### config.mk
export PLATFORM = sky130hd
export DESIGN_NAME = fetch_sequencer
export DESIGN_NICKNAME = d
export VERILOG_FILES = /design/src/rtl/fetch_sequencer.sv
export SDC_FILE = /design/constraint.sdc
export NUM_CORES = 1
export LEC_CHECK = 0
export BUFFER_PORTS_ARGS = -buffer_cell sky130_fd_sc_hd__buf_2
export CELL_PAD_IN_SITES_DETAIL_PLACEMENT = 2
export CELL_PAD_IN_SITES_GLOBAL_PLACEMENT = 2
export CORE_MARGIN = 10
export CORE_UTILIZATION = 27
export CTS_BUF_LIST = sky130_fd_sc_hd__clkbuf_8
export DETAILED_ROUTE_END_ITERATION = 10
export GPL_TIMING_DRIVEN = 1
export PLACE_DENSITY_LB_ADDON = 0.1
export SYNTH_ARGS = -nofsm -noshare
export SYNTH_HDL_FRONTEND = slang
export SYNTH_SLANG_ARGS = --single-unit
### constraint.sdc
create_clock -name clk -period 3.45 [get_ports clk]
set_clock_uncertainty 0.05 [all_clocks]
set_input_delay 1.035 -clock clk [delete_from_list [all_inputs] [get_ports clk]]
set_output_delay 1.035 -clock clk [all_outputs]
set_load 0.01 [all_outputs]
### src/rtl/fetch_sequencer.sv
// Run-control and redirect arbiter in front of the PC register: sequences IDLE/RUN/STEP/HALTED
// and picks halt, branch, jump or stall each cycle, with stall/redirect performance counters.
module fetch_sequencer #(
    parameter int WORD_SIZE = 32,
    parameter int STEP_W    = 16
) (
    input  logic                 clk,
    input  logic                 rst,
    input  logic                 run_req,
    input  logic                 step_req,
    input  logic [STEP_W-1:0]    step_count,
    input  logic                 stop_req,
    input  logic                 halt_req,
    input  logic                 stall_req,
    input  logic                 br_taken,
    input  logic [WORD_SIZE-1:0] br_target,
    input  logic                 jmp_valid,
    input  logic [WORD_SIZE-1:0] jmp_target,
    output logic                 pc_halt,
    output logic                 pc_bj,
    output logic [WORD_SIZE-1:0] pc_in,
    output logic                 flush,
    output logic [1:0]           state_o,
    output logic [31:0]          stall_cycles,
    output logic [31:0]          redirect_count
);

    localparam logic [1:0] S_IDLE   = 2'd0;
    localparam logic [1:0] S_RUN    = 2'd1;
    localparam logic [1:0] S_STEP   = 2'd2;
    localparam logic [1:0] S_HALTED = 2'd3;

    logic [1:0]        state;
    logic [1:0]        state_nx;
    logic [STEP_W-1:0] step_left;
    logic [STEP_W-1:0] step_left_nx;
    logic              active;

    assign active  = (state == S_RUN) || (state == S_STEP);
    assign flush   = pc_bj;
    assign state_o = state;

    always_comb begin
        // NOTE: every signal written here gets a default first, so no path can infer a latch.
        pc_halt      = 1'b1;
        pc_bj        = 1'b0;
        pc_in        = '0;
        state_nx     = state;
        step_left_nx = step_left;

        // While rst is high the PC is held and any redirect is dropped.
        if (!rst) begin
            case (state)
                S_IDLE: begin
                    if (run_req) begin
                        state_nx = S_RUN;
                    end else if (step_req && step_count != '0) begin
                        state_nx     = S_STEP;
                        step_left_nx = step_count;
                    end
                end
                S_RUN, S_STEP: begin
                    if (halt_req) begin
                        state_nx = S_HALTED;
                    end else if (stop_req) begin
                        state_nx = S_IDLE;
                    end else if (br_taken) begin
                        pc_halt = 1'b0;
                        pc_bj   = 1'b1;
                        pc_in   = br_target;
                    end else if (jmp_valid) begin
                        pc_halt = 1'b0;
                        pc_bj   = 1'b1;
                        pc_in   = jmp_target;
                    end else if (!stall_req) begin
                        pc_halt = 1'b0;
                    end

                    // Any cycle that moves the PC (increment or redirect) spends one step.
                    if (state == S_STEP && !pc_halt) begin
                        step_left_nx = step_left - 1'b1;
                        if (step_left == {{(STEP_W-1){1'b0}}, 1'b1}) begin
                            state_nx = S_IDLE;
                        end
                    end
                end
                default: ;  // HALTED: sticky until reset
            endcase
        end
    end

    always_ff @(posedge clk) begin
        // NOTE: sequential state uses non-blocking assignments so all registers update together.
        if (rst) begin
            state          <= S_IDLE;
            step_left      <= '0;
            stall_cycles   <= '0;
            redirect_count <= '0;
        end else begin
            state     <= state_nx;
            step_left <= step_left_nx;
            if (active && pc_halt) begin
                stall_cycles <= stall_cycles + 32'd1;
            end
            if (active && pc_bj) begin
                redirect_count <= redirect_count + 32'd1;
            end
        end
    end

endmodule
# Yosys cells after proc, flatten, opt, wreduce, memory -nomap -nowiden
# Index checks and enable logic that the tools add are counted.
# totals
reg_bits	82
input_bits	89
# op_classes
add_sub_neg	3
n_eq_ne	7
n_mux	32
n_reduce_logical	12
# ops
operator	n
32-bit two-way mux	6
32-bit by 1-bit adder with 32-bit output (second input constant)	2
16-bit two-way mux	3
16-bit case mux with 2 select lines	1
16-bit by 1-bit == test with 1-bit output (second input constant)	1
16-bit nonzero test	1
16-bit by 1-bit subtractor with 16-bit output (second input constant)	1
1-bit two-way mux	15
2-bit two-way mux	6
2-bit inequality test (second input constant)	3
1-bit logical AND	4
2-bit case mux with 2 select lines	1
4-bit AND reduction	1
3-bit inequality test (second input constant)	1
2-bit by 1-bit == test with 1-bit output (second input constant)	1
2-bit == test (second input constant)	1
2-bit zero test	1
2-bit AND reduction	1
2-bit nonzero test	1
2-bit OR reduction	1
1-bit zero test	1
1-bit logical OR	1

# Logic depth before layout (Yosys ltp)
# logic_depth
ltp_word	11
mapped_depth	9
mapped_depth_nobuf	7

# Least setup slack after synthesis
# OpenSTA, ideal clock, no wires.
# synth_timing
path_kind	in2out
startpoint	input port rst
endpoint	output port pc_bj
arrival_ns	2.392
setup_slack_ns	-0.027
path_stages	5
n_path_buf	3
path_cell_list	buf_2 > or4b_4 > buf_6 > nor2_1 > buf_4
# synth_between
elab_chain_len	1
# synth_lines
element	line	source
start, declared	8	input logic rst,
1-bit two-way mux	52	if (!rst) begin
end, declared	20	output logic pc_bj,
# No other way between the ends.

# Worst setup path after layout
# layout_timing
startpoint	input port rst
endpoint	output port pc_in[21]
# layout_between
elab_chain_len	1
# layout_lines
element	line	source
32-bit two-way mux	52	
end, declared	21	output logic [WORD_SIZE-1:0] pc_in,
# No other way between the ends.

==> summary.txt <==
Routing
  – Via count of the routed design: 5251
  – 1st-iter DRT viols: 152
  – Router iterations before antenna repair: 4
  – WL/cell: 19.1 um
  – Post-route ant nets: 0
  – Avg Vias per Cell: 5.11
  – WL final: 19.6 mm
  – DRC viols: 0

Synthesis
  – #FFs+latches synth: 82
  – Netlist cell types: 59
  – Synth Area in Compound Gates: 0.178
  – Number of synthesized flops with an enable pin: 0
  – Ys flop type: dfxtp_1
  – Main combinational cell family by area after synthesis: simple AND/OR/NAND/NOR gates
  – Async SR Flop Fraction: 0
  – Mapped Avg Cell Area: 7.74 sq um
  – XOR/XNOR Fraction of Synth Area: 0.0847
  – Post-synthesis simple-gate area fraction: 0.311
  – Number of synthesis warnings: 0
  – Mux cell area share after synthesis: 0.0126
  – Cell Area, Synth: 0.00475 sq mm
  – Register area share after synthesis: 0.345
  – Syn nets: 709
  – Synth Area in Adders: 0.0158
  – Mapped Cells: 614

Power and ir drop
  – Int Power: 1.98 mW
  – Sw power: 1.50 mW
  – Sequential power share: 0.333
  – Clk pwr share: 0.208
  – Pwr Density: 561 mW/mm^2
  – Comb pwr share: 0.459
  – Sw Ratio: 0.430
  – Peak supply drop: 0.000279 V
  – Final Power: 3.47 mW
  – Pleak: 2.61 nW

STA
  – Final setup violation count: 0
  – Max-slew violations: 0
  – Fin Hold WS: 0.445 ns
  – Fin crit share: 0.959
  – Final worst slack: 0.141 ns
  – Setup TNS: 0 ns
  – Max Freq: 302 MHz
  – Unrepaired setup endpoints after global routing: false
  – Least-Margin Pin Slew: 0.986 ns
  – Min Tclk post-route: 3.31 ns
  – Fin. Hold Viols: 0
  – Slew headroom: 0.343

Clock network
  – Postcts setup bufs: 0
  – CTS Root Cell: clkbuf_8
  – H-tree level count: 3
  – CTS Hold Bufs: 0
  – Clock-pin slew on the worst setup and hold paths: 0.09 ns
  – Resize count post-CTS: 0
  – Clock Sinks: 82
  – CTS tree: yes
  – Clock buffer depth: 2
  – CTS Buf Count: 9
  – Later-pin clock latency in the skew report: 0.37 ns

Die
  – Std cell rows: 48
  – Die H: 153 um
  – Core Region: 0.0173 sq mm
  – Initial core utilization: 0.275
  – Die Area: 0.0233 sq mm
  – Die span in x: 153 um
  – Boundary Pins: 190

Placement
  – GPL Wtd Cong: 0.773
  – Placed cells: 1009
  – DP Wirelength: 15.3 mm
  – Area after DPL: 0.00599 sq mm
  – Buffers on Ports: 189
  – Pre-CTS WS: 0.0952 ns

Critical path
  – CP max FO: 15
  – Crit path kind: in2out
  – WP data arrival: 2.22 ns
  – CP Capture Type: output port
  – Worst Path Required: 2.36 ns
  – Startpoint Class: primary input

Layout
  – Non-filler cells in the finished layout: 1027
  – Fill cells: 2076
  – Sequential Area: 0.00164 sq mm
  – Commonest non-fill, non-tap cell in the layout: buf_2
  – Total Nets Final: 890
  – Multi-input gate area: 0.00287 sq mm
  – Post-route cell area: 0.00619 sq mm
  – Commonest cells after routing, fill and taps aside: buf_2 (189), nor2_1 (99), dfxtp_1 (82)
  – Area Overhead vs Synth: 30.2%
  – Final core area utilization: 0.358
  – Fraction of layout instances using a drive strength above 1: 0.300

Global route
  – First-pass GRT wire length: 31.8 mm
  – Largest net degree at the start of global routing: 89
  – Total grt overflow: 0
  – Global Route Usage Sum: 0.162
  – Vias in the first global route: 5936
  – Antenna violations before repair: 3

Status
  – Run status: finished, final reports clean

Job
  – Max-cap viol count: 0

Worst hold path
  – Hold Crit Class: reg2reg
## cell type report
class                      instances  area share
inverter                          26      0.0158
sequential                        82       0.265
multi-input combinational        469       0.463
antenna                            2    0.000808
timing repair buffer             207       0.179
clock inverter                     6     0.00889
clock buffer                      10      0.0222
tap                              225      0.0455
## power groups by stage
stage | Sequential [mW] | Combinational, mW | Clock (mW)
after floorplan | 1.15 | 1.08 | 0
after global placement | 1.17 | 1.55 | 0
after detailed placement | 1.18 | 1.60 | 0
after CTS | 1.16 | 1.61 | 0.754
after global routing | 1.17 | 1.79 | 0.792
final | 1.16 | 1.60 | 0.723
## routing by layer
layer  up-vias  track usage  routed length, um
met1      2550        0.179               8120
met3        16       0.0584               1300
met2       118        0.291              10000
met5         -            0                 13
met4         2       0.0304                169
li1       2565            -                  -
## cells in the mapped netlist, types with 3 or more instances
library cell / number / area, sq um
a21oi_1: 30 / 150
and4_1: 8 / 70.1
nor4b_1: 3 / 26.3
nor3_1: 16 / 80.1
or2_2: 4 / 25.0
dfxtp_1: 82 / 1640
o32ai_1: 3 / 26.3
a41oi_1: 3 / 26.3
and2_1: 8 / 50.1
a22oi_1: 33 / 248
buf_2: 3 / 15.0
or4_1: 4 / 30.0
nor4_1: 16 / 100
nor2_1: 100 / 375
inv_1: 26 / 97.6
o21ai_0: 25 / 125
clkbuf_1: 30 / 113
xor2_1: 18 / 158
xnor2_1: 28 / 245
mux2i_1: 6 / 60.1
nor2b_1: 4 / 25.0
a221oi_1: 4 / 35.0
ha_1: 6 / 75.1
o211ai_1: 3 / 22.5
nand2b_1: 7 / 43.8
nand2_1: 35 / 131
nand3_1: 26 / 130
a211oi_1: 3 / 22.5
or3_1: 15 / 93.8
a31oi_1: 3 / 18.8
nand4_1: 20 / 125
and3_1: 6 / 37.5
## worst max-delay path, stage by stage
cell and delay (ns):
buf_2 0.11, or4b_4 0.56, buf_4 0.22, nor2_1 0.14, buf_2 0.15
## logic make-up (layout without fill, tap and decap cells)
group	Yosys count	in the layout
adders and majority gates	6	6
buffers and inverters	63	249
other	0	2
DFF	82	82
xor gates and xnor gates	46	46
muxes	6	6
AOI/OAI and AO/OA	128	128
and+or+nand+nor	283	283
## final timing paths
check | start | slack [ns] | cells after the start | end
max reg2reg | state_o[1]$_SDFFE_PP0P_ | 0.63 | 9 | redirect_count[31]$_SDFFE_PP0P_
max | rst | 0.14 | 5 | pc_in[21]
min reg2reg | step_left[1]$_SDFFE_PP0P_ | 0.44 | 2 | step_left[1]$_SDFFE_PP0P_
min | step_left[1]$_SDFFE_PP0P_ | 0.44 | 2 | step_left[1]$_SDFFE_PP0P_
## sequential cells by signal, indices dropped and copies added, names as in the netlist
name	count
redirect_count	32
stall_cycles	32
state_o	2
step_left	16
Power figures use the tool's default switching activity.
